[config.mk]
export PLATFORM = sky130hd
export DESIGN_NAME = pole_lever
export DESIGN_NICKNAME = d
export VERILOG_FILES = /design/src/rtl/pole_pkg.sv /design/src/rtl/pole_lever_fsm.sv /design/src/rtl/pole_lever.sv
export SDC_FILE = /design/constraint.sdc
export NUM_CORES = 1
export LEC_CHECK = 0
export CAP_MARGIN = 25
export CORE_ASPECT_RATIO = 1.75
export CORE_MARGIN = 3
export CORE_UTILIZATION = 55
export CTS_CLUSTER_SIZE = 28
export DETAILED_ROUTE_END_ITERATION = 10
export GPL_ROUTABILITY_DRIVEN = 0
export PLACE_DENSITY = 0.86
export REMOVE_ABC_BUFFERS = 1
export SETUP_SLACK_MARGIN = 0.05
export SLEW_MARGIN = 30
export SYNTH_ARGS = -nofsm -noshare
export SYNTH_HDL_FRONTEND = slang
export SYNTH_SLANG_ARGS = --single-unit
[constraint.sdc]
create_clock -name Clk -period 7.8 [get_ports Clk]
set_input_delay 1.56 -clock Clk [delete_from_list [all_inputs] [get_ports Clk]]
set_output_delay 1.56 -clock Clk [all_outputs]
set_load 0.1 [all_outputs]
[src/rtl/pole_pkg.sv]
// rtl/pole_pkg.sv - shared lever state encoding and frame indices for the pole lever sprite
package pole_pkg;

  typedef enum logic [1:0] {
    REST_LEFT  = 2'd0,
    SWING_R    = 2'd1,
    REST_RIGHT = 2'd2,
    SWING_L    = 2'd3
  } lever_state_t;

  localparam logic [1:0] FRAME_LEFT  = 2'd0;
  localparam logic [1:0] FRAME_MID   = 2'd1;
  localparam logic [1:0] FRAME_RIGHT = 2'd2;

  // Both swing directions show the same MID artwork.
  function automatic logic [1:0] frame_of(input lever_state_t s);
    case (s)
      REST_LEFT:  frame_of = FRAME_LEFT;
      REST_RIGHT: frame_of = FRAME_RIGHT;
      default:    frame_of = FRAME_MID;
    endcase
  endfunction

endpackage

[src/rtl/pole_lever_fsm.sv]
// rtl/pole_lever_fsm.sv - lever state machine timed by vsync rising edges
module pole_lever_fsm
  import pole_pkg::*;
#(
  parameter int HOLD_FRAMES = 8
) (
  input  logic         i_clk,
  input  logic         i_reset,
  input  logic         i_frame_clk,
  input  logic         i_push_left,
  input  logic         i_push_right,
  output lever_state_t o_state
);

  localparam logic [7:0] LAST_CNT = 8'(HOLD_FRAMES - 1);

  lever_state_t r_state, w_state_n;
  logic [7:0]   r_cnt, w_cnt_n;
  logic         r_frame_prev;
  logic         w_tick;
  logic         w_go_left, w_go_right;

  // frame_prev resets high so a vsync already high at reset release is not a tick.
  assign w_tick     = i_frame_clk & ~r_frame_prev;
  assign w_go_left  = i_push_left & ~i_push_right;
  assign w_go_right = i_push_right & ~i_push_left;

  always_ff @(posedge i_clk) begin
    if (i_reset) begin
      r_state      <= REST_LEFT;
      r_cnt        <= 8'd0;
      r_frame_prev <= 1'b1;
    end else begin
      r_state      <= w_state_n;
      r_cnt        <= w_cnt_n;
      r_frame_prev <= i_frame_clk;
    end
  end

  always_comb begin
    w_state_n = r_state;
    w_cnt_n   = r_cnt;
    case (r_state)
      REST_LEFT: begin
        if (w_go_right) begin
          w_state_n = SWING_R;
          w_cnt_n   = 8'd0;
        end
      end
      REST_RIGHT: begin
        if (w_go_left) begin
          w_state_n = SWING_L;
          w_cnt_n   = 8'd0;
        end
      end
      SWING_R, SWING_L: begin
        if (w_tick) begin
          w_cnt_n = r_cnt + 8'd1;
          if (r_cnt == LAST_CNT) begin
            w_state_n = (r_state == SWING_R) ? REST_RIGHT : REST_LEFT;
          end
        end
      end
      default: begin
        w_state_n = REST_LEFT;
        w_cnt_n   = 8'd0;
      end
    endcase
  end

  assign o_state = r_state;

endmodule

[src/rtl/pole_lever.sv]
// rtl/pole_lever.sv - two-position lever sprite: hit test, unified frame ROM address, settled state
module pole_lever
  import pole_pkg::*;
#(
  parameter int POS_X       = 140,
  parameter int POS_Y       = 310,
  parameter int SPR_W       = 24,
  parameter int SPR_H       = 24,
  parameter int HOLD_FRAMES = 8,
  parameter int ADDR_W      = 11
) (
  input  logic              Clk,
  input  logic              Reset,
  input  logic              frame_clk,
  input  logic [9:0]        DrawX,
  input  logic [9:0]        DrawY,
  input  logic              push_left,
  input  logic              push_right,
  output logic              is_pole,
  output logic [ADDR_W-1:0] pole_address,
  output logic              lever_right,
  output logic              busy
);

  localparam logic [9:0]        X_LO       = 10'(POS_X);
  localparam logic [9:0]        X_HI       = 10'(POS_X + SPR_W);
  localparam logic [9:0]        Y_LO       = 10'(POS_Y);
  localparam logic [9:0]        Y_HI       = 10'(POS_Y + SPR_H);
  localparam logic [ADDR_W-1:0] FRAME_SIZE = ADDR_W'(SPR_W * SPR_H);
  localparam logic [ADDR_W-1:0] ROW_PITCH  = ADDR_W'(SPR_W);

  lever_state_t      w_state;
  logic              w_hit;
  logic [9:0]        w_dx, w_dy;
  logic [ADDR_W-1:0] w_addr;
  logic              r_is_pole;
  logic [ADDR_W-1:0] r_address;

  pole_lever_fsm #(
    .HOLD_FRAMES (HOLD_FRAMES)
  ) u_fsm (
    .i_clk        (Clk),
    .i_reset      (Reset),
    .i_frame_clk  (frame_clk),
    .i_push_left  (push_left),
    .i_push_right (push_right),
    .o_state      (w_state)
  );

  assign w_hit = (DrawX >= X_LO) && (DrawX < X_HI) &&
                 (DrawY >= Y_LO) && (DrawY < Y_HI);
  assign w_dx  = DrawX - X_LO;
  assign w_dy  = DrawY - Y_LO;

  // Offsets are meaningless outside the window, so the address is zeroed there.
  always_comb begin
    w_addr = '0;
    if (w_hit) begin
      w_addr = ADDR_W'(frame_of(w_state)) * FRAME_SIZE
             + ADDR_W'(w_dx)
             + ADDR_W'(w_dy) * ROW_PITCH;
    end
  end

  always_ff @(posedge Clk) begin
    if (Reset) begin
      r_is_pole <= 1'b0;
      r_address <= '0;
    end else begin
      r_is_pole <= w_hit;
      r_address <= w_addr;
    end
  end

  assign is_pole      = r_is_pole;
  assign pole_address = r_address;
  assign lever_right  = (w_state == REST_RIGHT);
  assign busy         = (w_state == SWING_R) || (w_state == SWING_L);

endmodule

==> metrics, run 1 <==
status completed; DRT Wirelength 3860 um; clk_skew 0.00517 ns; H-tree depth 1; cell with the most instances after synthesis ha_1; Switching Fraction 0.459; core area 3030 um^2; First DRT Iteration DRCs 44; IO Pins 39; maximum vdd ir drop 177 uV; Clk network pwr share 0.117; GRT Residual Overflow 0; ys async rst share 0; CP endpoint kind flip-flop; Post-synth EDFFs 0; power share of the sequential group 0.209; worst min-delay path class flip-flop to flip-flop; Max transition margin 0.354; Via Count 1562; worst-path cell chain clkdlybuf4s50_1, inv_1, ha_1, xnor2_1, o21bai_1, a21o_1, xnor2_1, fa_1, inv_1, ha_1, o21ai_0, o21bai_1, a21oi_2, xnor3_1, a21oi_1, nor3b_2; Tot GR Track Use 0.206; post-cts resize count 0; number of global-route vias before repair 1545; DIE WIDTH 49.3 um; Clk Latency, worst-skew pair 0.26 ns; Cell variety after synth 46; Synth Instances 200; slowest CP cell clkdlybuf4s50_1; Seq/Total Area, Yosys 0.255; Initial Util 0.596; post-synthesis mux area share 0.00555; fraction of the cycle the final worst path needs 0.661; ys flop type dfxtp_1; Post-Synthesis Cell Area 1800 um^2; largest net degree at the start of global routing 13; leakage 0.962 nW; clk slew on worst S/H paths 0.08 ns; die area 4030 um^2; DRC Markers 0; switching power 285 uW; combinational share of power 0.674; cts bufs inserted 3; minimum clock period 5.16 ns; final core occ 0.754; Fin. Hold Viols 0; PwrDens 272 nW/um^2; Post-DRT Antenna Nets 0; clk sinks 23; FMAX 194 MHz; HPWL Detailed 3220 um; CTS Buffer Depth 2; flops & latches, synth 23; Max-Cap Viols 0; layout cells sized above 1 0.0702; largest cells by area after synthesis dfxtp_1, ha_1, xnor2_1, fa_1, nor2_1; largest family of logic cells by synthesized area adder cells; Crit path max-delay family adder cells; CP Buf/Inv Count 3; TritonRoute pass-1 iters 4; crit path max fanout 7; initial antenna violation count 0; Die Height 81.8 um; P_int 336 uW; average wire per standard cell 13.6 um; top cells by count, synth ha_1, dfxtp_1, nor2_1, xnor2_1, inv_1; cell accounting for the most synthesized area dfxtp_1; global-route wire length before repair 6470 um; worst path arrival time 5.30 ns; crit-path max cell delay 0.61 ns; Post-CTS Setup Bufs 0; nets@finish 296; Port Buffers 38; CP Launch Type input pin; XOR/XNOR Fraction of Synth Area 0.138; hold buffers post-CTS 0; Finish-stage setup viols 0; CTS root buf clkbuf_8; post-synthesis simple-gate area fraction 0.183; critical path required time 7.94 ns; RSZ-0062 raised after global routing false; antenna cells 0; Synth Warn # 0; CTS tree built; share of the synthesized area in the top cell type 0.255; Fin Setup TNS 0 ns; vias per cell 5.50; row count 26; Compound-Gate Fraction of Synth Area 0.172; Crit Path Class input pin to flip-flop; Avg Cell Area, Syn 9.02 um^2; Area Overhead vs Synth 26.5%; Final Max Tran Viols 0; Synth Area in Adders 0.211; Worst-Margin Slew 0.966 ns
## layout by cell type, fill, tap and decap left out, types with 6 or more instances in the layout
cell	n
nor2_1	17
xor2_1	7
xnor2_1	17
and2_1	6
o21ai_1	6
nand2b_1	6
clkdlybuf4s50_1	38
nand2_1	9
dfxtp_1	23
ha_1	24
a21oi_1	11
inv_1	16
## flip-flops by register name (all words and copies together) (netlist names)
name	count
is_pole	1
pole_address	11
u_fsm.o_state	2
u_fsm.r_cnt	8
u_fsm.r_frame_prev	1
## per-stage QoR
step	instances	area, um^2	hold WS, ns	power (mW)	worst slack [ns]
floorplan	200	1800	0.472	0.458	3.38
global placement	280	2240	0.488	0.528	2.54
detailed placement	280	2240	0.506	0.543	2.45
CTS	284	2280	0.518	0.620	2.69
global route	284	2280	0.549	0.672	2.45
finish	284	2280	0.515	0.621	2.64
## power groups by stage
stage	registers (mW)	logic (mW)	clock network (mW)
2_1_floorplan	0.131	0.327	0
6_report	0.130	0.418	0.0728
5_1_grt	0.131	0.459	0.0814
3_5_place_dp	0.132	0.410	0
3_3_place_gp	0.132	0.396	0
4_1_cts	0.130	0.416	0.0738
## path summary, 6_finish.rpt
| path | from | slack (ns) | end | cells after the start |
|---|---|---|---|---|
| worst max-delay path | DrawY[1] | 2.64 | pole_address[10] | 16 |
| worst max register to register | u_fsm.o_state[0] | 4.60 | pole_address[10] | 11 |
| worst min-delay path | u_fsm.r_cnt[6] | 0.52 | u_fsm.r_cnt[6] | 2 |
| worst min register to register | u_fsm.r_cnt[6] | 0.52 | u_fsm.r_cnt[6] | 2 |
## cell type report
cell class	instances	area, um^2
multi-input combinational	160	1280
tap	42	52.6
inverter	17	63.8
clock buffer	4	45.0
fill	242	743
timing repair buffer	38	380
sequential	23	460
## routing by layer
metal | vias to the layer above | track usage | routed length, um | share of wire
met5 | - | 0 | 0 | 0
met2 | 50 | 0.405 | 2120 | 0.55
li1 | 780 | - | - | -
met1 | 715 | 0.203 | 1430 | 0.37
met4 | 0 | 0.140 | 201 | 0.052
met3 | 17 | 0.0109 | 112 | 0.029
## kinds of logic after synthesis
kind of cell / after synthesis
AO/OA/AOI/OAI: 44
XOR/XNOR: 26
adder cells (fa/ha/maj): 28
buffers and inverters: 17
flip-flops: 23
multiplexers: 1
AND/OR/NAND/NOR: 61
## worst reg2reg max path, cell delays in order, from the launching register on
cell and delay [ns]:
dfxtp_1 0.40, inv_1 0.09, ha_1 0.31, nor2_1 0.30
fa_1 0.48, ha_1 0.38, a211oi_2 0.26, o21bai_1 0.14
a21oi_2 0.17, xnor3_1 0.33, a21oi_1 0.16, nor3b_2 0.06
Power figures use the tool's default switching activity.
==> run 2: changes to the inputs <==
Settings changed: CORE_UTILIZATION 55 to 46, PLACE_DENSITY 0.86 to 0.76.
Clock period 7.8 ns to 4.45 ns, I/O delays scaled along.
==> run 2 against run 1 <==
Sequential power grew 74%. Setup slack lost 2.4 ns. Wire length shrank 4.9%. Die area grew 18%. Sequential share of layout area shrank 0.81 points. Combinational power grew 89%. Clock-buffer cell count is the same. Design area grew 4.2%. Critical path depth shrank 1. Total power grew 84%. Register-to-register slack lost 3.2 ns.
==> metrics, run 2 (same netlist as run 1, synthesis figures left out) <==
vias per cell 5.20 (was 5.50); most common cell after layout, fill and taps aside clkdlybuf4s50_1 (unchanged); fill cell count 342 (was 242); Critical Path Most Common Cell ha_1; HPWL Detailed 3210 um (was 3220 um); pre-CTS setup slack -0.0488 ns (was 2.45 ns); FMAX 238 MHz; CTS Buffer Depth 2 (unchanged); fin worst setup slack 0.256 ns (was 2.64 ns); clk slew on worst S/H paths 0.08 ns (about the same); layout cells sized above 1 0.115 (was 0.0702); Worst-Margin Slew 0.971 ns (was 0.966 ns); antenna cells 0 (unchanged); clk_skew 0.00850 ns (was 0.00517 ns); maximum vdd ir drop 288 uV (was 177 uV); leakage 1.02 nW (was 0.962 nW); Area Overhead vs Synth 31.8% (was 26.5%); crit-path max cell delay 0.52 ns (was 0.61 ns); Max transition margin 0.350 (was 0.354); CP Buf/Inv Count 3 (unchanged); worst min-delay path class flip-flop to flip-flop (unchanged); slowest CP cell clkdlybuf4s50_1 (unchanged); row count 29 (was 26); CP Launch Type input pin (unchanged); Clk Latency, worst-skew pair 0.26 ns (about the same); Die Height 88.9 um (was 81.8 um); largest net degree at the start of global routing 13 (unchanged); average wire per standard cell 12.3 um (was 13.6 um); minimum clock period 4.19 ns; Initial Util 0.487 (was 0.596); cts bufs inserted 3 (unchanged); worst path arrival time 4.34 ns (was 5.30 ns); crit path max fanout 4 (was 7); Fin. Hold Viols 0 (unchanged); Finish-stage setup viols 0 (unchanged); most frequent cells in the layout clkdlybuf4s50_1, ha_1, dfxtp_1 (unchanged); First DRT Iteration DRCs 20 (was 44); TritonRoute pass-1 iters 4 (unchanged); Tot GR Track Use 0.177 (was 0.206); critical path required time 4.60 ns (was 7.94 ns); Via Count 1556 (was 1562); CTS tree built (unchanged); global-route wire length before repair 6400 um (was 6470 um); GRT Residual Overflow 0 (unchanged); die area 4740 um^2 (was 4030 um^2); H-tree depth 1 (unchanged); clk sinks 23 (unchanged); IO Pins 39 (unchanged); Crit Path Class input pin to flip-flop (unchanged); Post-DRT Antenna Nets 0 (unchanged); DIE WIDTH 53.3 um (was 49.3 um); PwrDens 481 nW/um^2 (was 272 nW/um^2); core area 3700 um^2 (was 3030 um^2); fraction of the cycle the final worst path needs 0.943; CP endpoint kind flip-flop (unchanged); Final Max Tran Viols 0 (unchanged); DRT Wirelength 3670 um (was 3860 um); CTS root buf clkbuf_8 (unchanged); worst-path cell chain clkdlybuf4s50_1, inv_1, ha_1, inv_1, ha_1, a21o_1, a21o_1, a21oi_1, xnor2_1, fa_1, ha_1, a21oi_2, xnor3_1, a21oi_1, nor3b_2 (was clkdlybuf4s50_1, inv_1, ha_1, xnor2_1, o21bai_1, a21o_1, xnor2_1, fa_1, inv_1, ha_1, o21ai_0, o21bai_1, a21oi_2, xnor3_1, a21oi_1, nor3b_2); Fin Setup TNS 0 ns (unchanged); DRC Markers 0 (unchanged); Port Buffers 38 (unchanged); Max-Cap Viols 0 (unchanged); initial antenna violation count 0 (unchanged); status completed (unchanged); Area after DPL 2320 um^2 (was 2240 um^2); number of global-route vias before repair 1601 (was 1545); fin area 2380 um^2 (was 2280 um^2); Crit path max-delay family adder cells (unchanged); hold buffers post-CTS 0 (unchanged); RSZ-0062 raised after global routing false (unchanged); nets@finish 307 (was 296); Largest register FFs 11 (unchanged)
## run 2: final cells by class
type / count / area (um^2) / area share
multi-input combinational: 160 / 1290 / 0.542
timing repair buffer: 49 / 463 / 0.195
sequential: 23 / 460 / 0.194
inverter: 17 / 63.8 / 0.0268
tap: 46 / 57.6 / 0.0242
clock buffer: 4 / 45.0 / 0.0189
## run 2: tightest hold or removal path: stages, from the launching register on
cell,delay (ns)
dfxtp_1,0.33
o21ai_1,0.08
a21oi_1,0.06
## run 2: path summary, 6_finish.rpt
| path | slack, ns | to | startpoint | depth (start not counted) |
|---|---|---|---|---|
| setup / recovery | 0.26 | pole_address[10] | DrawY[1] | 15 |
| hold / removal | 0.51 | u_fsm.r_cnt[6] | u_fsm.r_cnt[6] | 2 |
| setup reg to reg | 1.38 | pole_address[10] | u_fsm.o_state[0] | 11 |
| hold reg to reg | 0.51 | u_fsm.r_cnt[6] | u_fsm.r_cnt[6] | 2 |
## run 2: through the flow
stage,cells,hold slack (ns),total power [mW],utilization
after floorplan,200,0.472,0.803,-
after global placement,295,0.487,1.01,0.628
after detailed placement,295,0.498,1.03,0.628
after CTS,299,0.511,1.15,0.640
after global routing,299,0.572,1.25,0.642
final,299,0.511,1.14,0.642
## run 2: power breakdown
group / switching, mW / internal [mW] / total, mW
Sequential: 0.00987 / 0.216 / 0.226
Combinational: 0.420 / 0.372 / 0.792
Clock: 0.0621 / 0.0637 / 0.126
## run 2: routing by layer
layer | up-vias | GRT usage | wire (um)
met1 | 707 | 0.174 | 1340
met3 | 10 | 0.0202 | 92
li1 | 802 | - | -
met4 | 0 | 0.0837 | 115
met5 | - | 0 | 0
met2 | 37 | 0.345 | 2130
## run 2: timing repair
item | 4_1_cts | 5_1_grt
endpoints found under the setup margin | 0 | 1
buffers inserted | 0 | 0
gates resized for setup | 0 | 2
==> run 3: changes to the inputs <==
Settings changed: SLEW_MARGIN 30 to 40.
==> run 3 against run 2 <==
Register-to-register slack got worse by 0.02 ns. Clock power rose by 5%. Sequential share of layout area rose by 0.56 points. Sequential power barely moved. Largest power group unchanged. Final cell count did not move. Non-clock buffer count did not move. Largest cell class unchanged. Critical path type unchanged. Combinational power fell by 1%.
==> metrics, run 3 (same netlist as run 1, synthesis figures left out) <==
worst path arrival time 4.35 ns (was 4.34 ns); CP Buf/Inv Count 3 (unchanged); CTS root buf clkbuf_8 (unchanged); layout cells sized above 1 0.174 (was 0.115); average wire per standard cell 12.4 um (was 12.3 um); Max transition margin 0.669 (was 0.350); initial antenna violation count 0 (unchanged); DRT Wirelength 3700 um (was 3670 um); leakage 1.05 nW (was 1.02 nW); Fin. Hold Viols 0 (unchanged); critical path required time 4.60 ns (about the same); DRC Markers 0 (unchanged); Area Overhead vs Synth 28.1% (was 31.8%); slowest CP cell clkdlybuf4s50_1 (unchanged); Clk Latency, worst-skew pair 0.26 ns (about the same); Post-DRT Antenna Nets 0 (unchanged); Crit Path Class input pin to flip-flop (unchanged); Reg area 460 um^2 (unchanged); Die Height 88.9 um (unchanged); Largest register FFs 11 (unchanged); H-tree depth 1 (unchanged); crit-path max cell delay 0.53 ns (was 0.52 ns); crit path max fanout 4 (unchanged); Port Buffers 38 (unchanged); hold endpoint u_fsm.r_cnt[6] (unchanged); CP Launch Type input pin (unchanged); DIE WIDTH 53.3 um (unchanged); number of global-route vias before repair 1571 (was 1601); HPWL Detailed 3170 um (was 3210 um); status completed (unchanged); fill cell count 352 (was 342); Max-Cap Viols 0 (unchanged); GRT Residual Overflow 0 (unchanged); CTS Buffer Depth 2 (unchanged); Post-CTS Setup Bufs 0 (unchanged); TritonRoute pass-1 iters 4 (unchanged); largest net degree at the start of global routing 15 (was 13); worst-path cell chain clkdlybuf4s50_1, inv_1, ha_1, inv_1, ha_1, a21o_1, a21o_1, a21oi_1, xnor2_1, fa_1, ha_1, a21oi_2, xnor3_1, a21oi_1, nor3b_2 (unchanged); Area after DPL 2250 um^2 (was 2320 um^2); vias per cell 5.17 (was 5.20); clk slew on worst S/H paths 0.08 ns (about the same); minimum clock period 4.20 ns (was 4.19 ns); PwrDens 493 nW/um^2 (was 481 nW/um^2); Multi-input gate area 1290 um^2 (unchanged); fin worst setup slack 0.247 ns (was 0.256 ns); hold path depth 2 (unchanged); Initial Util 0.487 (unchanged); Worst R2R End pole_address[10] (unchanged); CP endpoint kind flip-flop (unchanged); First DRT Iteration DRCs 27 (was 20); FMAX 238 MHz (about the same); row count 29 (unchanged); final core occ 0.624 (was 0.642); RSZ-0062 raised after global routing false (unchanged); core area 3700 um^2 (unchanged); Finish-stage setup viols 0 (unchanged); clk sinks 23 (unchanged); worst r2r path cells 11 (unchanged); R2R Path Start u_fsm.o_state[0] (unchanged); nets@finish 307 (unchanged); Via Count 1546 (was 1556); worst min-delay path class flip-flop to flip-flop (unchanged); cts bufs inserted 3 (unchanged); antenna cells 0 (unchanged); Tot GR Track Use 0.174 (was 0.177); hold path startpoint u_fsm.r_cnt[6] (unchanged); Final Max Tran Viols 0 (unchanged); Critical Path Most Common Cell ha_1 (unchanged); Final Power 1.14 mW (about the same); Worst-Margin Slew 0.490 ns (was 0.971 ns); WHS 0.519 ns (was 0.511 ns); r2r setup slk 1.36 ns (was 1.38 ns); CTS tree built (unchanged); global-route wire length before repair 6230 um (was 6400 um); die area 4740 um^2 (unchanged); IO Pins 39 (unchanged); fin area 2310 um^2 (was 2380 um^2); most frequent cells in the layout ha_1, clkdlybuf4s50_1, dfxtp_1 (was clkdlybuf4s50_1, ha_1, dfxtp_1); maximum vdd ir drop 322 uV (was 288 uV); fraction of the cycle the final worst path needs 0.945 (was 0.943); clk_skew 0.00114 ns (was 0.00850 ns); pre-CTS setup slack -0.0533 ns (was -0.0488 ns); Crit path max-delay family adder cells (unchanged)
run 3: how the worst max path moves through the flow:
| stage | start | endpoint | depth (start not counted) |
|---|---|---|---|
| after detailed placement | DrawY[1] | pole_address[10] | 16 |
| after global placement | DrawY[1] | pole_address[10] | 16 |
| after global routing | DrawY[1] | pole_address[10] | 15 |
| final | DrawY[1] | pole_address[10] | 15 |
| after floorplan | DrawY[1] | pole_address[10] | 14 |
| after CTS | DrawY[1] | pole_address[10] | 16 |
run 3: worst reg2reg max path: cells and delay by family, from the launching register on:
family | cells | cell delay (ns)
AO/OA/AOI/OAI | 4 | 0.71
flip-flops | 1 | 0.39
adder cells (fa/ha/maj) | 3 | 1.09
AND/OR/NAND/NOR | 2 | 0.38
XOR/XNOR | 1 | 0.33
buffers and inverters | 1 | 0.08
run 3: area by class of cell:
type | instances | share of cell area
clock buffers | 3 | 0.0179
clock inverters | 1 | 0.00325
multi-input cells | 160 | 0.557
inverters | 17 | 0.0276
well taps | 46 | 0.0249
repair buffers | 49 | 0.170
flip-flops and latches | 23 | 0.199
run 3: where the power goes:
group | switching [mW] | internal (mW)
clock | 0.0684 | 0.0633
sequential | 0.0102 | 0.216
combinational | 0.419 | 0.362
total | 0.498 | 0.642
run 3: metal layers:
layer,vias up,share of wire,global-route usage
li1,803,-,-
met5,-,0,0
met3,11,0.022,0.0202
met4,0,0.029,0.0721
met1,702,0.37,0.173
met2,30,0.58,0.342
run 3: what timing repair did:
| item | in CTS | in global routing |
|---|---|---|
| hold buffers | 0 | 0 |
| gates resized for setup | 0 | 2 |
| setup endpoints to repair | 0 | 1 |
run 3: per-stage QoR:
step           TNS [ns]  cells
2_1_floorplan         0    200
6_report              0    299
3_5_place_dp    -0.0533    295
5_1_grt               0    299
4_1_cts               0    299
3_3_place_gp          0    295
